File: src/rtl/alu_mc_if.sv
// Handshake and data bundle between the operand-select stage, the
// multi-cycle ALU and writeback.
interface alu_mc_if #(
    parameter int WIDTH = 32
);
    logic             in_valid;
    logic             in_ready;
    logic [WIDTH-1:0] rda;
    logic [WIDTH-1:0] rdb;
    logic [3:0]       fop;
    logic             out_valid;
    logic             out_ready;
    logic [WIDTH-1:0] result;
    logic             Z;
    logic             N;
    logic             C;
    logic             V;
    logic             illegal;

    // ALU side
    modport slave (
        input  in_valid, rda, rdb, fop, out_ready,
        output in_ready, out_valid, result, Z, N, C, V, illegal
    );

    // Execute-stage / driver side
    modport master (
        output in_valid, rda, rdb, fop, out_ready,
        input  in_ready, out_valid, result, Z, N, C, V, illegal
    );
endinterface

File: src/rtl/alu_mc.sv
// Multi-cycle ALU: single-cycle logic/arith ops, iterative shift-add MUL and
// restoring DIVU/REMU, registered result and flags, valid/ready on both sides.
module alu_mc #(
    parameter int WIDTH = 32
) (
    input  logic     clk,
    input  logic     nrst,
    input  logic     flush,
    alu_mc_if.slave  bus
);
    localparam int SHW = $clog2(WIDTH);
    localparam int CW  = $clog2(WIDTH) + 1;
    localparam int MSB = WIDTH - 1;

    localparam logic [CW-1:0] CNT_LOAD = CW'(WIDTH);
    localparam logic [CW-1:0] CNT_ONE  = CW'(1);

    localparam logic [3:0] OP_ADD  = 4'd0;
    localparam logic [3:0] OP_SUB  = 4'd1;
    localparam logic [3:0] OP_SLL  = 4'd2;
    localparam logic [3:0] OP_SRL  = 4'd3;
    localparam logic [3:0] OP_SRA  = 4'd4;
    localparam logic [3:0] OP_AND  = 4'd5;
    localparam logic [3:0] OP_OR   = 4'd6;
    localparam logic [3:0] OP_XOR  = 4'd7;
    localparam logic [3:0] OP_IMM  = 4'd8;
    localparam logic [3:0] OP_MUL  = 4'd9;
    localparam logic [3:0] OP_DIVU = 4'd10;
    localparam logic [3:0] OP_REMU = 4'd11;

    typedef enum logic [1:0] {
        ST_IDLE = 2'd0,
        ST_BUSY = 2'd1,
        ST_DONE = 2'd2
    } state_t;

    state_t           state_r;
    state_t           state_nxt_s;
    logic [3:0]       op_r;
    logic [CW-1:0]    cnt_r;
    // p_r: MUL accumulator / partial remainder; q_r: shifted multiplicand /
    // dividend-becoming-quotient; d_r: shifted multiplier / divisor.
    logic [WIDTH-1:0] p_r;
    logic [WIDTH-1:0] q_r;
    logic [WIDTH-1:0] d_r;
    logic [WIDTH-1:0] res_r;
    logic             z_r;
    logic             n_r;
    logic             c_r;
    logic             v_r;
    logic             ill_r;

    logic             multi_s;
    logic             in_ready_s;
    logic             out_valid_s;
    logic [WIDTH:0]   sum_s;
    logic [WIDTH:0]   dif_s;
    logic [WIDTH-1:0] alu_res_s;
    logic             alu_c_s;
    logic             alu_v_s;
    logic             alu_ill_s;
    logic [WIDTH:0]   rem_sh_s;
    logic [WIDTH:0]   trial_s;
    logic [WIDTH-1:0] it_p_s;
    logic [WIDTH-1:0] it_q_s;
    logic [WIDTH-1:0] it_d_s;
    logic [WIDTH-1:0] fin_res_s;

    assign multi_s = (bus.fop == OP_MUL) || (bus.fop == OP_DIVU) || (bus.fop == OP_REMU);

    // State register; flush returns to IDLE, reset beats flush.
    always_ff @(posedge clk or negedge nrst) begin
        if (!nrst) begin
            state_r <= ST_IDLE;
        end else if (flush) begin
            state_r <= ST_IDLE;
        end else begin
            state_r <= state_nxt_s;
        end
    end

    // Next-state logic; no accept is possible in the DONE handshake cycle.
    always_comb begin
        state_nxt_s = state_r;
        case (state_r)
            ST_IDLE: begin
                if (bus.in_valid) begin
                    state_nxt_s = multi_s ? ST_BUSY : ST_DONE;
                end else begin
                    state_nxt_s = ST_IDLE;
                end
            end
            ST_BUSY: begin
                if (cnt_r == CNT_ONE) begin
                    state_nxt_s = ST_DONE;
                end else begin
                    state_nxt_s = ST_BUSY;
                end
            end
            ST_DONE: begin
                if (bus.out_ready) begin
                    state_nxt_s = ST_IDLE;
                end else begin
                    state_nxt_s = ST_DONE;
                end
            end
            default: state_nxt_s = ST_IDLE;
        endcase
    end

    // Handshake outputs decoded from the state register only.
    always_comb begin
        in_ready_s  = 1'b0;
        out_valid_s = 1'b0;
        case (state_r)
            ST_IDLE: in_ready_s  = 1'b1;
            ST_BUSY: in_ready_s  = 1'b0;
            ST_DONE: out_valid_s = 1'b1;
            default: begin
                in_ready_s  = 1'b0;
                out_valid_s = 1'b0;
            end
        endcase
    end

    // Single-cycle ops computed straight from the incoming operands.
    always_comb begin
        sum_s     = {1'b0, bus.rda} + {1'b0, bus.rdb};
        dif_s     = {1'b0, bus.rda} - {1'b0, bus.rdb};
        alu_res_s = '0;
        alu_c_s   = 1'b0;
        alu_v_s   = 1'b0;
        alu_ill_s = 1'b0;
        case (bus.fop)
            OP_ADD: begin
                alu_res_s = sum_s[WIDTH-1:0];
                alu_c_s   = sum_s[WIDTH];
                alu_v_s   = (bus.rda[MSB] == bus.rdb[MSB]) && (sum_s[MSB] != bus.rda[MSB]);
            end
            OP_SUB: begin
                alu_res_s = dif_s[WIDTH-1:0];
                alu_c_s   = ~dif_s[WIDTH];
                alu_v_s   = (bus.rda[MSB] != bus.rdb[MSB]) && (dif_s[MSB] != bus.rda[MSB]);
            end
            OP_SLL:  alu_res_s = bus.rda << bus.rdb[SHW-1:0];
            OP_SRL:  alu_res_s = bus.rda >> bus.rdb[SHW-1:0];
            OP_SRA:  alu_res_s = $unsigned($signed(bus.rda) >>> bus.rdb[SHW-1:0]);
            OP_AND:  alu_res_s = bus.rda & bus.rdb;
            OP_OR:   alu_res_s = bus.rda | bus.rdb;
            OP_XOR:  alu_res_s = bus.rda ^ bus.rdb;
            OP_IMM:  alu_res_s = bus.rdb;
            OP_MUL, OP_DIVU, OP_REMU: alu_res_s = '0;
            default: alu_ill_s = 1'b1;
        endcase
    end

    // One shift-add or restoring-division step on the iteration registers.
    always_comb begin
        rem_sh_s = {p_r, q_r[MSB]};
        trial_s  = rem_sh_s - {1'b0, d_r};
        it_p_s   = p_r;
        it_q_s   = q_r;
        it_d_s   = d_r;
        if (op_r == OP_MUL) begin
            it_p_s = p_r + (d_r[0] ? q_r : {WIDTH{1'b0}});
            it_q_s = {q_r[WIDTH-2:0], 1'b0};
            it_d_s = {1'b0, d_r[WIDTH-1:1]};
        end else if (!trial_s[WIDTH]) begin
            // Divisor fits: keep the difference, quotient bit 1. A zero
            // divisor always fits, giving all-ones quotient and rda remainder.
            it_p_s = trial_s[WIDTH-1:0];
            it_q_s = {q_r[WIDTH-2:0], 1'b1};
        end else begin
            it_p_s = rem_sh_s[WIDTH-1:0];
            it_q_s = {q_r[WIDTH-2:0], 1'b0};
        end
    end

    // Select the final multi-cycle result from the last iteration step.
    always_comb begin
        case (op_r)
            OP_MUL:  fin_res_s = it_p_s;
            OP_DIVU: fin_res_s = it_q_s;
            OP_REMU: fin_res_s = it_p_s;
            default: fin_res_s = '0;
        endcase
    end

    // Operand latch, iteration registers, registered result and flags.
    always_ff @(posedge clk or negedge nrst) begin
        if (!nrst) begin
            op_r  <= 4'd0;
            cnt_r <= '0;
            p_r   <= '0;
            q_r   <= '0;
            d_r   <= '0;
            res_r <= '0;
            z_r   <= 1'b0;
            n_r   <= 1'b0;
            c_r   <= 1'b0;
            v_r   <= 1'b0;
            ill_r <= 1'b0;
        end else if (flush) begin
            cnt_r <= '0;
        end else begin
            case (state_r)
                ST_IDLE: begin
                    if (bus.in_valid && multi_s) begin
                        op_r  <= bus.fop;
                        cnt_r <= CNT_LOAD;
                        p_r   <= '0;
                        q_r   <= bus.rda;
                        d_r   <= bus.rdb;
                    end else if (bus.in_valid) begin
                        res_r <= alu_res_s;
                        z_r   <= (alu_res_s == {WIDTH{1'b0}});
                        n_r   <= alu_res_s[MSB];
                        c_r   <= alu_c_s;
                        v_r   <= alu_v_s;
                        ill_r <= alu_ill_s;
                    end
                end
                ST_BUSY: begin
                    p_r   <= it_p_s;
                    q_r   <= it_q_s;
                    d_r   <= it_d_s;
                    cnt_r <= cnt_r - CNT_ONE;
                    if (cnt_r == CNT_ONE) begin
                        res_r <= fin_res_s;
                        z_r   <= (fin_res_s == {WIDTH{1'b0}});
                        n_r   <= fin_res_s[MSB];
                        c_r   <= 1'b0;
                        v_r   <= 1'b0;
                        ill_r <= 1'b0;
                    end
                end
                ST_DONE: begin
                    res_r <= res_r;
                end
                default: begin
                    cnt_r <= '0;
                end
            endcase
        end
    end

    assign bus.in_ready  = in_ready_s;
    assign bus.out_valid = out_valid_s;
    assign bus.result    = res_r;
    assign bus.Z         = z_r;
    assign bus.N         = n_r;
    assign bus.C         = c_r;
    assign bus.V         = v_r;
    assign bus.illegal   = ill_r;

endmodule

File: src/flat_wrapper.sv
// flat-port wrapper written by rule: the top's interface ports become plain ports
module alu_mc_flat 
#(
    parameter int WIDTH = 32
)
  (clk, nrst, flush, bus_in_valid, bus_rda, bus_rdb, bus_fop, bus_out_ready, bus_in_ready, bus_out_valid, bus_result, bus_Z, bus_N, bus_C, bus_V, bus_illegal);
  alu_mc_if #(.WIDTH(WIDTH)) bus_i ();
  input  logic clk;
  input  logic nrst;
  input  logic flush;
  input wire logic [$bits(bus_i.in_valid)-1:0] bus_in_valid;
  input wire logic [$bits(bus_i.rda)-1:0] bus_rda;
  input wire logic [$bits(bus_i.rdb)-1:0] bus_rdb;
  input wire logic [$bits(bus_i.fop)-1:0] bus_fop;
  input wire logic [$bits(bus_i.out_ready)-1:0] bus_out_ready;
  output wire logic [$bits(bus_i.in_ready)-1:0] bus_in_ready;
  output wire logic [$bits(bus_i.out_valid)-1:0] bus_out_valid;
  output wire logic [$bits(bus_i.result)-1:0] bus_result;
  output wire logic [$bits(bus_i.Z)-1:0] bus_Z;
  output wire logic [$bits(bus_i.N)-1:0] bus_N;
  output wire logic [$bits(bus_i.C)-1:0] bus_C;
  output wire logic [$bits(bus_i.V)-1:0] bus_V;
  output wire logic [$bits(bus_i.illegal)-1:0] bus_illegal;
  assign bus_i.in_valid = bus_in_valid;
  assign bus_i.rda = bus_rda;
  assign bus_i.rdb = bus_rdb;
  assign bus_i.fop = bus_fop;
  assign bus_i.out_ready = bus_out_ready;
  assign bus_in_ready = bus_i.in_ready;
  assign bus_out_valid = bus_i.out_valid;
  assign bus_result = bus_i.result;
  assign bus_Z = bus_i.Z;
  assign bus_N = bus_i.N;
  assign bus_C = bus_i.C;
  assign bus_V = bus_i.V;
  assign bus_illegal = bus_i.illegal;
  alu_mc #(.WIDTH(WIDTH)) u_core (.clk(clk), .nrst(nrst), .flush(flush), .bus(bus_i));
endmodule
File: config.mk
export PLATFORM = sky130hd
export DESIGN_NAME = alu_mc_flat
export DESIGN_NICKNAME = d
export VERILOG_FILES = /design/src/rtl/alu_mc_if.sv /design/src/rtl/alu_mc.sv /design/src/flat_wrapper.sv
export SDC_FILE = /design/constraint.sdc
export NUM_CORES = 1
export LEC_CHECK = 0
export ABC_AREA = 1
export CAP_MARGIN = 5
export CORE_ASPECT_RATIO = 1.4
export CORE_MARGIN = 8
export CORE_UTILIZATION = 47
export CTS_CLUSTER_SIZE = 40
export DETAILED_ROUTE_END_ITERATION = 10
export PLACE_DENSITY = 0.69
export SYNTH_ARGS = -nofsm -noshare
export SYNTH_HDL_FRONTEND = slang
export SYNTH_SLANG_ARGS = --single-unit
File: constraint.sdc
create_clock -name clk -period 4.5 [get_ports clk]
set_clock_uncertainty 0.2 [all_clocks]
set_input_delay 0.9 -clock clk [delete_from_list [all_inputs] [get_ports clk]]
set_output_delay 0.9 -clock clk [all_outputs]
set_load 0.01 [all_outputs]
* After elaboration in Yosys (flattened, before gate mapping) *
Index checks and enable logic that the tools add are counted.

storage, ports and cells
  bits of input ports = 73
  logic and storage cells = 120
  register bits after elaboration = 145
  output and inout port bits = 39

operators by class
  muxes and demuxes = 50
  add/sub/neg operators = 5
  equal/unequal tests = 28
  reduce and logical (&&, ||, !) cells = 17
  bitwise logic cells = 5
  shift operators = 3

operators by type and width
  operator            count
  $mux 32             10
  $pmux 32 s2         5
  $pmux 32 s9         1
  $logic_not 32->1    2
  $add 32x32->33      1
  $sub 32x32->33      1
  $sub 33x32->33      1
  $add 32x32->32      1
  $and 32x32->32      1
  $or 32x32->32       1
  $shl 32x5->32       1
  $shr 32x5->32       1
  $sshr 32x5->32      1
  $xor 32x32->32      1
  $eq 4x4->1 const B  7
  $mux 1              18
  $pmux 6 s3          1
  $eq 4x3->1 const B  4
  $pmux 1 s2          7
  $mux 6              2
  $reduce_or 12->1    1
  $mux 2              5
  $eq 4x2->1 const B  2
  $eq 6x1->1 const B  1
  other kinds (21)    32

* Longest topological paths before layout *
  depth after elaboration = 7
  gate-level depth with buffers = 27
  depth with buffers taken out = 27

* Least setup slack after synthesis *
Ideal clock, no wire load.

  path kind = input port to flip-flop
  start = input port bus_rdb[2]
  end = register u_core.z_r (netlist: u_core.bus.Z)
  cell stages on the path = 24
  data required time = 4.229 ns
  buffers on the path = 3
  setup time = 0.071 ns
  path slack = 0.754 ns
  arrival time = 3.475 ns
  path through = inv_1 -> clkbuf_1 -> clkbuf_1 -> ha_1 -> buf_4 -> inv_2 -> nand2_1 -> o21ai_2 -> nand3_1 -> nand2_1 -> nand2_1 -> nand2_1 -> nand2_1 -> nand2_1 -> nor2_1 -> nor2_1 -> nand3_1 -> nor2_1 -> nand2_1 -> nor2_1 -> nand4_1 -> nand2_1 -> nor2_1 -> nor2_1

on the way
  word-level cells in the longest chain between the ends = 6
  elaborated cells between the ends (all ways) = 13
  classes of those cells = 2 x add/sub; 3 x shift; 4 x mux; 3 x bitwise; 1 x reduce/logical

RTL lines
  element                                       RTL line            RTL
  start: declaration                            flat_wrapper.sv:13  input wire logic [$bits(bus_i.rdb)-1:0] bus_rdb;
  $sub 32x32->33, or another cell as far along  alu_mc.sv:129       dif_s = {1'b0, bus.rda} - {1'b0, bus.rdb};
  $pmux 32 s9 *                                 alu_mc.sv:134       case (bus.fop)
  $logic_not 32->1 *                            alu_mc.sv:216       z_r <= (alu_res_s == {WIDTH{1'b0}});
  $mux 1 *                                      alu_mc.sv:214       end else if (bus.in_valid) begin
  $mux 1 *                                      alu_mc.sv:208       if (bus.in_valid && multi_s) begin
  $pmux 1 s2 *                                  alu_mc.sv:206       case (state_r)
  end signal: assignment                        alu_mc.sv:216
  end signal: assignment                        alu_mc.sv:230       z_r <= (fin_res_s == {WIDTH{1'b0}});
  end: declaration                              alu_mc.sv:47        logic z_r;

Every way passes the cells marked *; elsewhere a longest branch is shown, timed or not. The select of a mux whose other input is x is not followed.
A chain may end at the register's enable or synchronous reset.

* Worst setup path in the final report *
  start = input port bus_rdb[5]
  end = register u_core.z_r (netlist: u_core.bus.Z)

on the way
  word-level cells in the longest chain between the ends = 6
  elaborated cells between the ends (all ways) = 10
  classes of those cells = 2 x add/sub; 4 x mux; 3 x bitwise; 1 x reduce/logical

RTL lines
  element                                       RTL line
  $sub 32x32->33, or another cell as far along  alu_mc.sv:129
  $pmux 32 s9 *                                 alu_mc.sv:134
  $logic_not 32->1 *                            alu_mc.sv:216
  $mux 1 *                                      alu_mc.sv:214
  $mux 1 *                                      alu_mc.sv:208
  $pmux 1 s2 *                                  alu_mc.sv:206

Marked as above.

==> results.toml <==
[critical_path]
slowest_stage = "clkdlybuf4s50_1"
worst_path_largest_cell_delay_ns = 0.69
critPathKind = "input pin to flop"
required_ns = 4.65
crit_family = "simple AND/OR/NAND/NOR gates"
endpoint_kind = "flop"
cp.arrival_ns = 4.47
worst-path-max-fanout = 7
critPathBufInv = 3
cp-start-kind = "input pin"
critPathMostFrequentCell = "nor2_1"
path_cells = "clkdlybuf4s50_1 -> inv_1 -> ha_1 -> nor2_1 -> nand2_1 -> nand2_1 -> nand2_1 -> nand3_1 -> o21ai_0 -> a21oi_1 -> buf_4 -> nor2_1 -> nand3_1 -> nor2_1 -> nand2_1 -> nor2_1 -> nand4_1 -> nand2_1 -> nor2_1 -> nor2_1"

[power]
vdd_ir_drop_max_mv = 0.375
powerDensity_nw_per_um2 = 356
p_leak_nw = 13.6

[synth]
synth.most_common_cell = "nand2_1"
synth_top_area_frac = 0.210
synth_ff_type = "dfrtp_1"
synthesis.nets = 4089
ys_ff_latch = 144
synth_edf_count = 0
yosys.area.top_type = "nand2_1"
ys_seq_area_frac = 0.166
synthTopCellsByCount = "nand2_1, inv_1, nand3_1"
ys_warn_count = 0
yosysUniqueCellTypes = 49
syn_area_sq_um = 21700
synth_area_leaders = "nand2_1, dfrtp_1, nand3_1"
synthArstFlopShare = 1.00
syn_avg_cell_area_sq_um = 5.64
synth_cells = 3849

[global_routing]
first_global_vias = 27500
grt_pass1_wl_mm = 181
grt_max_degree = 133
grt_usage = 0.463
antenna_found_initial = 2
grt_overflow = 0

[die]
die_w_um = 198
core_sq_um = 45800
start_util = 0.474
io-pin-count = 112
die_h_um = 270
fp-row-count = 93
die_area_sq_um = 53400

[place]
dpl.hpwl_mm = 101
port_buffers = 111
pre_cts_ws_ns = -0.397
postPlaceCellArea_sq_um = 25200
place_inst = 4706
gp_congestion = 1.12

[clock_tree]
cts_root_buffer = "clkbuf_16"
h-tree-depth = 4
cts_hold_buf = 0
numClockSinks = 144
clk-insertion-delay-late_ns = 0.47
numCtsBuffers = 17
clk_pin_slew_ns = 0.08
cts_tree = "built"
cts.path.max_buffers = 2

[cells_and_area]
final_nets = 4348
fin_cells = 4741
final_layout_size_suffix_gt1_frac = 0.0939
area_growth_pct = 19.0
fill_cells = 4988
final_area_sq_um = 25800

[job]
cap_viol_max_count = 0

[timing]
timing.final.crit_share = 0.959
tightestPinTransition_ns = 1.04
slew_headroom = 0.305
fmax_mhz = 232
whs_ns = 0.270
hold_violations = 0
setup_tns_ns = 0
setup_slack_ns = 0.185
setup_violations = 0
slew_viol_final = 0
period_minus_slack_ns = 4.32
rsz0062_at_grt = "no"

[route]
drcViolationCount = 0
drtAntennaViolNets = 0
drt_wl_total_mm = 126
dr.pass1.iters = 8
wl_per_cell_um = 26.6
viasPerCell = 6.07
vias = 28800
drt_iter0_markers = 3664

[status]
outcome = "finished clean"

[min_path]
hp-class = "input pin to asynchronous set/reset pin"
-- per-layer routing --
layer / global-route usage / part of all wire
met4: 0.487 / 0.13
met5: 0 / 0.000095
met3: 0.105 / 0.091
met2: 0.734 / 0.45
met1: 0.481 / 0.33
-- cells in the final DEF (no fill, tap or decap), drive strengths merged, types with 25 or more instances in the layout --
cell	instances
buf	290
o211ai	96
dfrtp	144
nand2	1229
nor2	325
a32o	25
a21oi	230
ha	163
nor3	39
clkdlybuf4s50	105
nand4	50
o22ai	29
inv	523
o21ai	228
nand3	471
-- area by class of cell --
cell class	instances	area (sq um)	area share
clock buffers	17	425	0.0165
diodes	3	7.51	0.000291
flip-flops and latches	144	3600	0.139
inverters	516	1940	0.0750
well taps	617	772	0.0299
clock inverters	15	185	0.00717
multi-input cells	3033	15500	0.602
repair buffers	396	3360	0.130
-- repair_timing --
action	in CTS	in global routing
setup buffers	0	0
gates resized for setup	0	5
setup endpoints to repair	0	1
-- sequential cells by signal (all words and copies together) (netlist names) --
name                flops
u_core.op_r             4
u_core.bus.Z            1
u_core.p_r             32
u_core.q_r             32
u_core.bus.N            1
u_core.state_r          2
u_core.d_r             32
u_core.bus.illegal      1
u_core.bus.V            1
u_core.cnt_r            6
u_core.bus.result      31
u_core.bus.C            1
-- worst reg2reg max path, stage by stage, from the launching register on --
cell and delay [ns]:
dfrtp_1 0.54, nand2_1 0.09, inv_1 0.07, ha_1 0.26
inv_1 0.09, fa_1 0.43, nand3b_1 0.17, nand2_1 0.21
a21boi_0 0.26, o21ai_1 0.36, buf_4 0.19, a21oi_1 0.10
nand2_1 0.10, nand3_1 0.11, nand3_1 0.19, nand2_1 0.09
inv_1 0.14, nand2_1 0.09, nor2_1 0.09, nand3_1 0.08
nor2_1 0.21, nor2_1 0.07, nor2_1 0.11
-- report_power, final --
group	switching, W	internal (W)	leakage, nW
clock	0.000730	0.000752	0.293
combinational	0.00392	0.00182	11.4
sequential	0.000359	0.00161	1.86
total	0.00501	0.00418	13.6
-- logic make-up (layout without fill, tap and decap cells) --
group	count (synthesis)	in the layout	share of synthesized area
adders and majority gates	167	167	0.0976
xor gates and xnor gates	31	31	0.0125
other	0	3	0
and+or+nand+nor	2146	2146	0.415
muxes	2	2	0.000922
DFF	144	144	0.166
AOI/OAI and AO/OA	687	687	0.188
buffers and inverters	672	944	0.120
-- path summary, 6_finish.rpt --
| kind | start | slack, ns | endpoint | depth (start not counted) |
|---|---|---|---|---|
| min in group clk | u_core.op_r[3] | 0.29 | u_core.op_r[3] | 2 |
| max in group asynchronous | nrst | 2.86 | u_core.d_r[16] | 2 |
| worst max register to register | u_core.d_r[0] | 0.18 | u_core.bus.Z | 22 |
| worst max-delay path | bus_rdb[5] | 0.18 | u_core.bus.Z | 20 |
| worst min register to register | u_core.op_r[3] | 0.29 | u_core.op_r[3] | 2 |
| worst min-delay path | nrst | 0.27 | u_core.cnt_r[4] | 1 |
-- per-stage QoR --
step                total power (W)  utilization
finish                      0.00919        0.564
global route                0.00968        0.563
CTS                         0.00887        0.563
detailed placement          0.00738        0.550
global placement            0.00735        0.550
floorplan                   0.00520            -
No activity file was read; power rests on OpenSTA's default activity.
